<file path="src/rtl/alu_arbiter.sv">
// alu_arbiter
//
// Shares one external combinational ALU between two requesters. Only one
// operation is in flight at a time. The block accepts a request, drives the
// ALU from its operand registers for one cycle (EXEC), captures the result,
// and holds it on the granted requester's response channel (RESP) until that
// requester takes it. When both requesters are waiting, the grant is
// round-robin.
//
// Ports:
//   clk, reset            rising-edge clock; asynchronous active-high reset
//   reqN_valid/ready      request handshake for requester N (N = 0, 1)
//   reqN_a/b/op           operands and ALUOp code for requester N
//   rspN_valid/ready      response handshake for requester N
//   rspN_data/err         result and unsupported-op flag for requester N
//   alu_a/b/op            operand register values sent to the ALU
//   alu_c                 ALU result
//
// ALUOp codes: 000 add, 001 sub, 010 and, 011 or, 100 srl, 101 sra.
// Codes 110/111 are unsupported: they return data 0 with err set.
// B is passed to the ALU unmodified, so shift amounts above 31 are possible.

module alu_arbiter #(
  parameter int W = 32
) (
  input  logic         clk,
  input  logic         reset,

  input  logic         req0_valid,
  output logic         req0_ready,
  input  logic [W-1:0] req0_a,
  input  logic [W-1:0] req0_b,
  input  logic [2:0]   req0_op,
  output logic         rsp0_valid,
  input  logic         rsp0_ready,
  output logic [W-1:0] rsp0_data,
  output logic         rsp0_err,

  input  logic         req1_valid,
  output logic         req1_ready,
  input  logic [W-1:0] req1_a,
  input  logic [W-1:0] req1_b,
  input  logic [2:0]   req1_op,
  output logic         rsp1_valid,
  input  logic         rsp1_ready,
  output logic [W-1:0] rsp1_data,
  output logic         rsp1_err,

  output logic [W-1:0] alu_a,
  output logic [W-1:0] alu_b,
  output logic [2:0]   alu_op,
  input  logic [W-1:0] alu_c
);

  typedef enum logic [1:0] {
    IDLE = 2'd0,
    EXEC = 2'd1,
    RESP = 2'd2
  } state_t;

  state_t         r_state;
  state_t         w_nextState;

  logic           r_lastGrant;
  logic           r_id;
  logic [W-1:0]   r_a;
  logic [W-1:0]   r_b;
  logic [2:0]     r_op;
  logic [W-1:0]   r_result;
  logic           r_err;

  logic           w_grant;
  logic           w_accept;
  logic           w_rspDone;
  logic           w_opErr;
  logic           w_inIdle;
  logic           w_inResp;

  assign w_inIdle = (r_state == IDLE);
  assign w_inResp = (r_state == RESP);

  // Round-robin: a lone requester always wins; on a tie the requester that
  // was not granted last time wins. r_lastGrant resets to 1 so req0 takes
  // the first tie.
  always_comb begin
    w_grant = 1'b0;
    if (req0_valid && req1_valid) begin
      w_grant = ~r_lastGrant;
    end else if (req1_valid) begin
      w_grant = 1'b1;
    end
  end

  // Ready is gated with reset so no handshake can appear while reset is held.
  assign req0_ready = !reset && w_inIdle && !w_grant && req0_valid;
  assign req1_ready = !reset && w_inIdle &&  w_grant && req1_valid;
  assign w_accept   = req0_ready || req1_ready;

  assign rsp0_valid = w_inResp && !r_id;
  assign rsp1_valid = w_inResp &&  r_id;
  assign rsp0_data  = rsp0_valid ? r_result : '0;
  assign rsp1_data  = rsp1_valid ? r_result : '0;
  assign rsp0_err   = rsp0_valid && r_err;
  assign rsp1_err   = rsp1_valid && r_err;

  assign w_rspDone  = (rsp0_valid && rsp0_ready) || (rsp1_valid && rsp1_ready);

  // The ALU only ever sees registered operands, never the request ports.
  assign alu_a  = r_a;
  assign alu_b  = r_b;
  assign alu_op = r_op;

  // Codes 110 and 111 are unsupported.
  assign w_opErr = r_op[2] && r_op[1];

  // State register.
  always_ff @(posedge clk or posedge reset) begin
    if (reset) begin
      r_state <= IDLE;
    end else begin
      r_state <= w_nextState;
    end
  end

  // Next-state logic. EXEC always lasts exactly one cycle.
  always_comb begin
    w_nextState = r_state;
    case (r_state)
      IDLE:    if (w_accept)  w_nextState = EXEC;
      EXEC:                   w_nextState = RESP;
      RESP:    if (w_rspDone) w_nextState = IDLE;
      default:                w_nextState = IDLE;
    endcase
  end

  // Operand latch on acceptance and result capture at the end of EXEC.
  // For unsupported codes the ALU output is stale, so zero is stored instead.
  always_ff @(posedge clk or posedge reset) begin
    if (reset) begin
      r_lastGrant <= 1'b1;
      r_id        <= 1'b0;
      r_a         <= '0;
      r_b         <= '0;
      r_op        <= 3'b000;
      r_result    <= '0;
      r_err       <= 1'b0;
    end else begin
      if (w_accept) begin
        r_lastGrant <= w_grant;
        r_id        <= w_grant;
        r_a         <= w_grant ? req1_a  : req0_a;
        r_b         <= w_grant ? req1_b  : req0_b;
        r_op        <= w_grant ? req1_op : req0_op;
      end
      if (r_state == EXEC) begin
        r_err    <= w_opErr;
        r_result <= w_opErr ? '0 : alu_c;
      end
    end
  end

endmodule
</file>
<file path="config.mk">
export PLATFORM = sky130hd
export DESIGN_NAME = alu_arbiter
export DESIGN_NICKNAME = d
export VERILOG_FILES = /design/src/rtl/alu_arbiter.sv
export SDC_FILE = /design/constraint.sdc
export NUM_CORES = 1
export LEC_CHECK = 0
export ABC_AREA = 1
export BUFFER_PORTS_ARGS = -buffer_cell sky130_fd_sc_hd__buf_2
export CAP_MARGIN = 20
export CELL_PAD_IN_SITES_DETAIL_PLACEMENT = 2
export CELL_PAD_IN_SITES_GLOBAL_PLACEMENT = 2
export CORE_UTILIZATION = 24
export DETAILED_ROUTE_END_ITERATION = 7
export GPL_TIMING_DRIVEN = 0
export PLACE_DENSITY = 0.86
export SYNTH_ARGS = -nofsm -noshare
export SYNTH_HDL_FRONTEND = slang
export SYNTH_SLANG_ARGS = --single-unit
</file>
<file path="constraint.sdc">
create_clock -name clk -period 5.24 [get_ports clk]
set_clock_uncertainty 0.2 [all_clocks]
set_input_delay 0.262 -clock clk [delete_from_list [all_inputs] [get_ports clk]]
set_output_delay 0.262 -clock clk [all_outputs]
set_load 0.005 [all_outputs]
</file>
# Yosys cells after proc, flatten, opt, wreduce, memory -nomap -nowiden
# Cells that the tools add are included.
[word_totals]
regBits = 104
in_bits = 172
out_inout_bits = 137
[classes]
eq_ne = 4
n_mux = 11
bitwise = 1
n_reduce_logical = 20
[ops]
columns = ["operator", "n"]
rows = [
  ["$mux 32", 5],
  ["$logic_and 1x1->1", 13],
  ["$pmux 2 s3", 1],
  ["$mux 2", 2],
  ["$ne 2x2->1 const B", 2],
  ["$logic_not 1->1", 3],
  ["$mux 3", 1],
  ["$eq 2x1->1 const B", 1],
  ["$eq 2x2->1 const B", 1],
  ["$logic_not 2->1", 1],
  ["$logic_or 1x1->1", 2],
  ["$mux 1", 2],
  ["$reduce_and 2->1", 1],
  ["$not 1->1", 1],
]

# Logic depth before layout (Yosys ltp)
# Gate-level depths: netlist of run 1.
[depth]
ltp_word = 8
mapped_depth = 8

# Least setup slack after synthesis of run 1
# No wires, ideal clock.
[synth_timing]
kind = "input to output"
from = "in reset"
to = "out req0_ready"
t_arrival_ps = 3377
t_required_ps = 4778
path_slack_ps = 1401
path_stages = 4
n_path_buf = 1
cell_sequence = "inv_1 > nand3_1 > buf_2 > nor2_1"
[synth_via]
elab_chain_len = 4
[synth_lines]
columns = ["element", "line_no", "source"]
rows = [
  ["start: declaration", "27", "input logic reset,"],
  ["$logic_not 1->1 (no line)", "--", ""],
  ["$logic_and 1x1->1 (3 in series)", "95", "assign req0_ready = !reset && w_inIdle && !w_grant && req0_valid;"],
  ["end: declaration", "30", "output logic req0_ready,"],
]
# Every way passes these cells.

# Final worst setup path of run 1
# Same ends and word-level chain as after synthesis.

==> reports/metrics.yaml, run 1 <==
regArea_sq_um: 2600
path_depth: 8
fill_cells: 2665
area_delta_synth_final_pct: 48.6
cp_slowest_stage_delay_ns: 0.55
cp_max_fo: 34
syn-num-nets: 927
layout-drive-gt1-share: 0.329
synth_compound_area_frac: 0.0356
start_util: 0.245
htreeDepth: 3
grt_max_degree: 41
synthSimpleGateAreaFrac: 0.397
period_needed_ns: 3.09
antenna_found_initial: 1
root_buffer: "clkbuf_16"
clkTransAtPathRegs_ns: 0.08
synth_area_per_cell_sq_um: 7.08
cts_setup_buffers: 0
post_drt_via_cell_ratio: 4.62
worstSkewPairLatency_ns: 0.34
nNetsFinal: 1283
setup-tns-final_ns: 0
cts.repair.resized: 0
r2r_cells: 7
final_common_cell: "buf_2"
maxSlewViolCount: 0
num_vias: 6460
die-area_sq_um: 22900
pwr-share-clk: 0.188
clock_path_buffers: 2
crit_required_ns: 4.78
grt_pass1_vias: 7142
setup_viol: 0
pwr-share-comb: 0.437
final_antenna_net_count: 0
port_buffers: 307
overflow: 0
cpLargestDelayFamily: "buffers and inverters"
power.density_nw_per_um2: 477
swShare: 0.420
drt_pass1_iterations: 4
clock.fmax_mhz: 324
grt_pass1_wl_um: 39000
ys_types: 19
crit_path_top_delay_cell: "dlygate4sd3_1"
core_sq_um: 21800
crit_arrival_ns: 2.62
multi_input_area_sq_um: 2310
syn_area_sq_um: 5340
internal_power_w: 0.00220
worstReg2RegStart: "r_lastGrant"
drc: 0
path_class: "input port to primary output"
place_ws_ns: 2.60
status: "complete, no violations"
tritoncts: "done"
crit_path_frequent_cell: "buf_2"
synthCells: 755
hold_viol: 0
clock_sinks: 104
die_w_um: 151
yosysSeqAreaShare: 0.487
synth_top_family_by_area: "simple AND/OR/NAND/NOR gates"
cp-end-kind: "primary output"
fin_ws_ns: 2.15
routed_wl_um: 25700
drtIter0Drc: 159
rsz0062_at_grt: "false"
synthXorXnorAreaFrac: 0
fp-row-count: 54
dp_hpwl_um: 18700
worst_pin_slew_ns: 0.618
cp-start-kind: "input port"
regToRegEndpoint: "alu_a[24]"
ir_drop_uv: 135
fin_hold_ws_ns: 0.0133
path_cells: "dlygate4sd3_1 > buf_2 > inv_4 > buf_12 > nand3_1 > buf_2 > nor2_1 > buf_2"
cp_num_buf_inv: 6
wl_per_cell_um: 18.4
final_util: 0.364
die_y_um: 151
p_seq_frac: 0.375
ioPinCount: 309
maxCapViolations: 0
cts_buffers: 9
grt_usage: 0.225
p_leak_nw: 4.71
synth.area.mux_share: 0
worstHoldPathType: "input port to flip-flop"
period_share: 0.589
layout_common_cells: "buf_2 (337), nand2_1 (309), nand3_1 (136)"
slew_headroom: 0.588
r2r_setup_slack_ns: 3.22
place_congestion: 0.780
switching_power_w: 0.00159
ys_warn_count: 0
cp-endpoint: "req0_ready"
synth_seq_cells: 104
synthAdderAreaFrac: 0
critPathLaunch: "reset"
## cell usage after synthesis
master / instances / share of area
dfstp_2: 1 / 0.0049
a21oi_1: 1 / 0.00094
clkbuf_1: 19 / 0.013
o21ai_0: 28 / 0.026
o21ai_1: 4 / 0.0037
nor3_2: 1 / 0.0019
buf_4: 2 / 0.0028
inv_1: 42 / 0.030
buf_6: 2 / 0.0042
nand2_2: 2 / 0.0023
a21oi_2: 2 / 0.0033
nand2_1: 309 / 0.22
o211ai_1: 1 / 0.0014
buf_2: 30 / 0.028
inv_2: 1 / 0.00070
nor2_1: 69 / 0.048
dfrtp_1: 103 / 0.48
buf_1: 2 / 0.0014
nand3_1: 136 / 0.13
## registers in the layout, summed over array words and instances, names as in the netlist
name,cells
r_result,32
alu_b,32
alu_a,32
alu_op,3
r_state,2
r_lastGrant,1
r_err,1
r_id,1
## per-layer routing
layer  GRT usage  routed length, um
met5           0                  0
met4      0.0690                524
met3      0.0581               1690
met2       0.414              13300
met1       0.250              10200
## how the worst min path moves through the flow
stage               cells after the start     endpoint   startpoint
finish                                  5     alu_a[0]    req0_a[0]
global route                            4   r_state[1]   rsp0_ready
CTS                                     5    alu_b[14]   req0_b[14]
detailed placement                      2    alu_a[17]        reset
global placement                        2  r_lastGrant  r_lastGrant
floorplan                               2  r_result[0]     alu_c[0]
## metrics by stage
stage	total power, W	std cells	instance area, sq um
CTS	0.00381	1396	7940
floorplan	0.00221	755	5340
global route	0.00412	1397	7940
detailed placement	0.00305	1344	7270
finish	0.00379	1398	7940
global placement	0.00295	1342	7230
## power by group through the flow
stage / Clock (W) / Sequential [W] / Combinational (W)
3_5_place_dp: 0 / 0.00143 / 0.00162
4_1_cts: 0.000739 / 0.00142 / 0.00165
6_report: 0.000715 / 0.00142 / 0.00166
5_1_grt: 0.000770 / 0.00147 / 0.00188
3_3_place_gp: 0 / 0.00140 / 0.00154
2_1_floorplan: 0 / 0.00141 / 0.000800
## timing repair
action                                 CTS  global route
setup endpoints to repair                0             0
endpoints found under the hold margin   68             0
hold buffers                            36             0
## tightest hold or removal path, delay by kind of cell
kind | cells | cell delay, ns
simple gates | 4 | 0.19
buf+inv | 1 | 0.08
## final cells by class
type | instances | area share
Tap cell | 280 | 0.0441
Buffer | 55 | 0.0336
Antenna cell | 2 | 0.000630
Timing Repair Buffer | 345 | 0.244
Multi-Input combinational cell | 553 | 0.291
Sequential cell | 104 | 0.328
Clock buffer | 9 | 0.0284
Clock inverter | 7 | 0.00992
Inverter | 43 | 0.0206
## cells by family (layout without fill, tap and decap cells)
group | after synthesis | after routing
AOI/OAI and AO/OA | 36 | 36
buffers and inverters | 98 | 459
other | 0 | 2
and+or+nand+nor | 517 | 517
DFF | 104 | 104
(Power assumes the default switching activity.)
==> inputs of run 2 (changes only) <==
==> config.mk (replaced) <==
export PLATFORM = sky130hd
export DESIGN_NAME = alu_arbiter
export DESIGN_NICKNAME = d
export VERILOG_FILES = /design/src/rtl/alu_arbiter.sv
export SDC_FILE = /design/constraint.sdc
export NUM_CORES = 1
export LEC_CHECK = 0
export ABC_AREA = 0
export BUFFER_PORTS_ARGS = -buffer_cell sky130_fd_sc_hd__buf_2
export CAP_MARGIN = 20
export CELL_PAD_IN_SITES_DETAIL_PLACEMENT = 2
export CELL_PAD_IN_SITES_GLOBAL_PLACEMENT = 2
export CORE_UTILIZATION = 23
export DETAILED_ROUTE_END_ITERATION = 7
export GPL_TIMING_DRIVEN = 0
export PLACE_DENSITY = 0.78
export SYNTH_ARGS = -nofsm -noshare
export SYNTH_HDL_FRONTEND = slang
export SYNTH_SLANG_ARGS = --single-unit
==> constraint.sdc (replaced) <==
create_clock -name clk -period 2.65 [get_ports clk]
set_clock_uncertainty 0.2 [all_clocks]
set_input_delay 0.1325 -clock clk [delete_from_list [all_inputs] [get_ports clk]]
set_output_delay 0.1325 -clock clk [all_outputs]
set_load 0.005 [all_outputs]
==> run 2 against run 1 <==
Net effect:
- cell area up 13%
- first-iteration DRC count down 14%
- critical endpoint is now alu_a[5]
- area after synthesis down 6.6%
- die area down 2.5%
- synthesized cell count down 46%
- sequential power up 97%
- via count down 9.6%
- routed wire length up 1.8%
==> reports/metrics.yaml, run 2 <==
status: "complete, no violations"  # unchanged
clock.fmax_mhz: 396
synth_compound_area_frac: 0.325  # was 0.0356
core_sq_um: 21200  # was 21,800 sq um
worstHoldPathType: "input port to flip-flop"  # unchanged
die-area_sq_um: 22300  # was 22,900 sq um
setup-tns-final_ns: 0  # unchanged
critPathLaunch: "r_lastGrant"  # was reset
drc: 0  # unchanged
cts_setup_buffers: 0  # unchanged
synth_top_family_by_area: "compound AO/OA/AOI/OAI gates"  # was simple AND/OR/NAND/NOR gates
hold-path-cell-count: 3  # was 5
dp_cells: 995  # was 1,344
fill_cells: 2235  # was 2,665
htreeDepth: 3  # unchanged
clock_path_buffers: 2  # unchanged
synth_top_area_frac: 0.517  # was 0.482
path_cells: "nor2b_1 > buf_2 > clkbuf_1 > o32ai_1 > dlygate4sd3_1 > a2bb2oi_1"  # was dlygate4sd3_1 > buf_2 > inv_4 > buf_12 > nand3_1 > buf_2 > nor2_1 > buf_2
die_w_um: 149  # was 151 um
r2r_cells: 6  # was 7
rsz0062_at_grt: "false"  # unchanged
synthTopCellsByCount: "dfrtp_1 (103), o32ai_1 (67), and2_1 (64), a2bb2oi_1 (47), a22o_1 (32)"  # was nand2_1 (309), nand3_1 (136), dfrtp_1 (103), nor2_1 (69), inv_1 (42)
placed_area_sq_um: 6920  # was 7270 sq um
drt_pass1_iterations: 4  # unchanged
port_buffers: 308  # was 307
maxSlewViolCount: 0  # unchanged
ioPinCount: 309  # unchanged
cp_num_buf_inv: 3  # was 6
slew_headroom: 0.527  # was 0.588
grt_usage: 0.237  # was 0.225
place_congestion: 0.765  # was 0.780
regToRegEndpoint: "alu_a[5]"  # was alu_a[24]
yosysSeqAreaShare: 0.522  # was 0.487
synthXorXnorAreaFrac: 0  # unchanged
routed_wl_um: 26200  # was 25,700 um
ys_types: 27  # was 19
r2r_setup_slack_ns: 0.12  # was 3.22 ns
drtIter0Drc: 137  # was 159
synth_top_area_cell: "dfrtp_1"  # unchanged
cp_max_fo: 10  # was 34
final_antenna_net_count: 0  # unchanged
clock_sinks: 104  # unchanged
fp-row-count: 53  # was 54
area_delta_synth_final_pct: 79.5  # was 48.6%
cts_buffers: 9  # unchanged
dp_hpwl_um: 15700  # was 18,700 um
setup_viol: 0  # unchanged
synth.area.mux_share: 0.00226  # was 0
syn_area_sq_um: 4990  # was 5340 sq um
grt_pass1_vias: 6780  # was 7,142
ys.flop_type: "dfrtp_1"  # unchanged
cpLargestDelayFamily: "buffers and inverters"  # unchanged
ys_warn_count: 0  # unchanged
worstReg2RegStart: "r_lastGrant"  # unchanged
grt_pass1_wl_um: 39900  # was 39,000 um
period_share: 0.953
clkTransAtPathRegs_ns: 0.08  # about the same
fin_cells: 1186  # was 1,398
root_buffer: "clkbuf_16"  # unchanged
syn-num-nets: 582  # was 927
crit_required_ns: 2.66  # was 4.78 ns
worstSkewPairLatency_ns: 0.34  # about the same
die_y_um: 149  # was 151 um
cp-start-kind: "flip-flop"  # was input port
num_vias: 5837  # was 6,460
synthAdderAreaFrac: 0  # unchanged
p_leak_nw: 4.22  # was 4.71 nW
synth_edf_count: 0  # unchanged
cp-end-kind: "flip-flop"  # was primary output
start_util: 0.236  # was 0.245
crit_path_top_delay_cell: "dlygate4sd3_1"  # unchanged
fin_area_sq_um: 8950  # was 7940 sq um
min_delay_worst_endpoint: "alu_a[19]"  # was alu_a[0]
grt_max_degree: 40  # was 41
nNetsFinal: 1074  # was 1,283
power.density_nw_per_um2: 831  # was 477 nW/um^2
synth_seq_cells: 104  # unchanged
period_needed_ns: 2.53
maxCapViolations: 0  # unchanged
layout_common_cells: "buf_2 (323), dlygate4sd3_1 (171), dfrtp_1 (103)"  # was buf_2 (337), nand2_1 (309), nand3_1 (136)
power_w: 0.00744  # was 0.00379 W
ys_top_cells_by_area: "dfrtp_1 (52%), o32ai_1 (12%), a2bb2oi_1 (8.2%), and2_1 (8.0%), a2bb2oi_2 (6.0%)"  # was dfrtp_1 (48%), nand2_1 (22%), nand3_1 (13%), nor2_1 (4.8%), inv_1 (3.0%)
ir_drop_uv: 345  # was 135 uV
antenna_found_initial: 4  # was 1
fin_hold_ws_ns: 0.0642  # was 0.0133 ns
synthCells: 410  # was 755
final_common_cell: "buf_2"  # unchanged
hold_start: "req0_a[19]"  # was req0_a[0]
synthMostInstantiatedCell: "dfrtp_1"  # was nand2_1
post_drt_via_cell_ratio: 4.92  # was 4.62
worst_pin_slew_ns: 0.709  # was 0.618 ns
layout-drive-gt1-share: 0.417  # was 0.329
crit_arrival_ns: 2.53  # was 2.62 ns
overflow: 0  # unchanged
wl_per_cell_um: 22.1  # was 18.4 um
hold_viol: 0  # unchanged
async_flop_share: 1.00  # unchanged
path_class: "flip-flop to flip-flop"  # was input port to primary output
synth_area_per_cell_sq_um: 12.2  # was 7.08 sq um
tritoncts: "done"  # unchanged
synthSimpleGateAreaFrac: 0.0973  # was 0.397
cp_slowest_stage_delay_ns: 0.64  # was 0.55 ns
-- run 2: cell types whose count changed after synthesis, moves of 4 or more --
cell       delta
clkbuf_1     +12
buf_2        -15
nand3_1     -136
nand2_1     -309
a2bb2oi_1    +47
nor2_1       -64
a22o_1       +32
inv_1        -39
o21ai_1       -4
a2bb2oi_2    +20
o32ai_1      +67
o21ai_0      -27
and2_1       +64
-- run 2: layout make-up --
cell class,instances,area (sq um),share of cell area
clock inverters,4,35.0,0.00391
repair buffers,481,3290,0.368
diodes,4,10.0,0.00112
flip-flops and latches,104,2600,0.291
inverters,4,18.8,0.00210
well taps,275,344,0.0384
multi-input cells,252,2130,0.238
clock buffers,12,267,0.0298
plain buffers,50,254,0.0284
-- run 2: power breakdown --
group,total [W],internal [W],switching [W]
sequential,0.00280,0.00228,0.000521
clock,0.00135,0.000726,0.000625
combinational,0.00329,0.00174,0.00155
-- run 2: worst max-delay path by stage --
stage | to | slack [ns] | depth (start not counted)
after floorplan | alu_b[10] | 0.96 | 6
after global placement | alu_b[22] | 0.19 | 2
after detailed placement | alu_b[27] | 0.45 | 3
after CTS | r_lastGrant | 0.09 | 5
after global routing | rsp1_data[6] | 0.006 | 5
final | alu_a[5] | 0.12 | 6
-- run 2: routing by layer --
layer | vias to the layer above | global-route usage | routed length (um)
met5 | - | 0 | 0
met4 | 0 | 0.0980 | 842
met3 | 59 | 0.0364 | 930
met2 | 220 | 0.449 | 14400
met1 | 2963 | 0.261 | 10000
li1 | 2595 | - | -
-- run 2: cells by family after synthesis --
logic type             after synthesis
AOI/OAI and AO/OA                  173
buffers and inverters               54
DFF                                104
muxes                                1
and+or+nand+nor                     78
-- run 2: what timing repair did --
| action | 4_1_cts | 5_1_grt |
|---|---|---|
| gates resized for setup | 0 | 8 |
| endpoints found under the setup margin | 0 | 9 |
| endpoints found under the hold margin | 127 | 0 |
| hold buffers | 171 | 0 |
-- run 2: tightest hold or removal path: cells and delay by family --
| kind | cells | cell delay [ns] |
|---|---|---|
| AO/OA/AOI/OAI | 2 | 0.33 |
| buffers and inverters | 1 | 0.09 |
-- run 2: through the flow --
| stage | setup slack (ns) | utilization |
|---|---|---|
| floorplan | 0.957 | - |
| global placement | 0.192 | 0.325 |
| detailed placement | 0.449 | 0.327 |
| CTS | 0.0913 | 0.422 |
| global route | 0.00569 | 0.423 |
| finish | 0.124 | 0.423 |
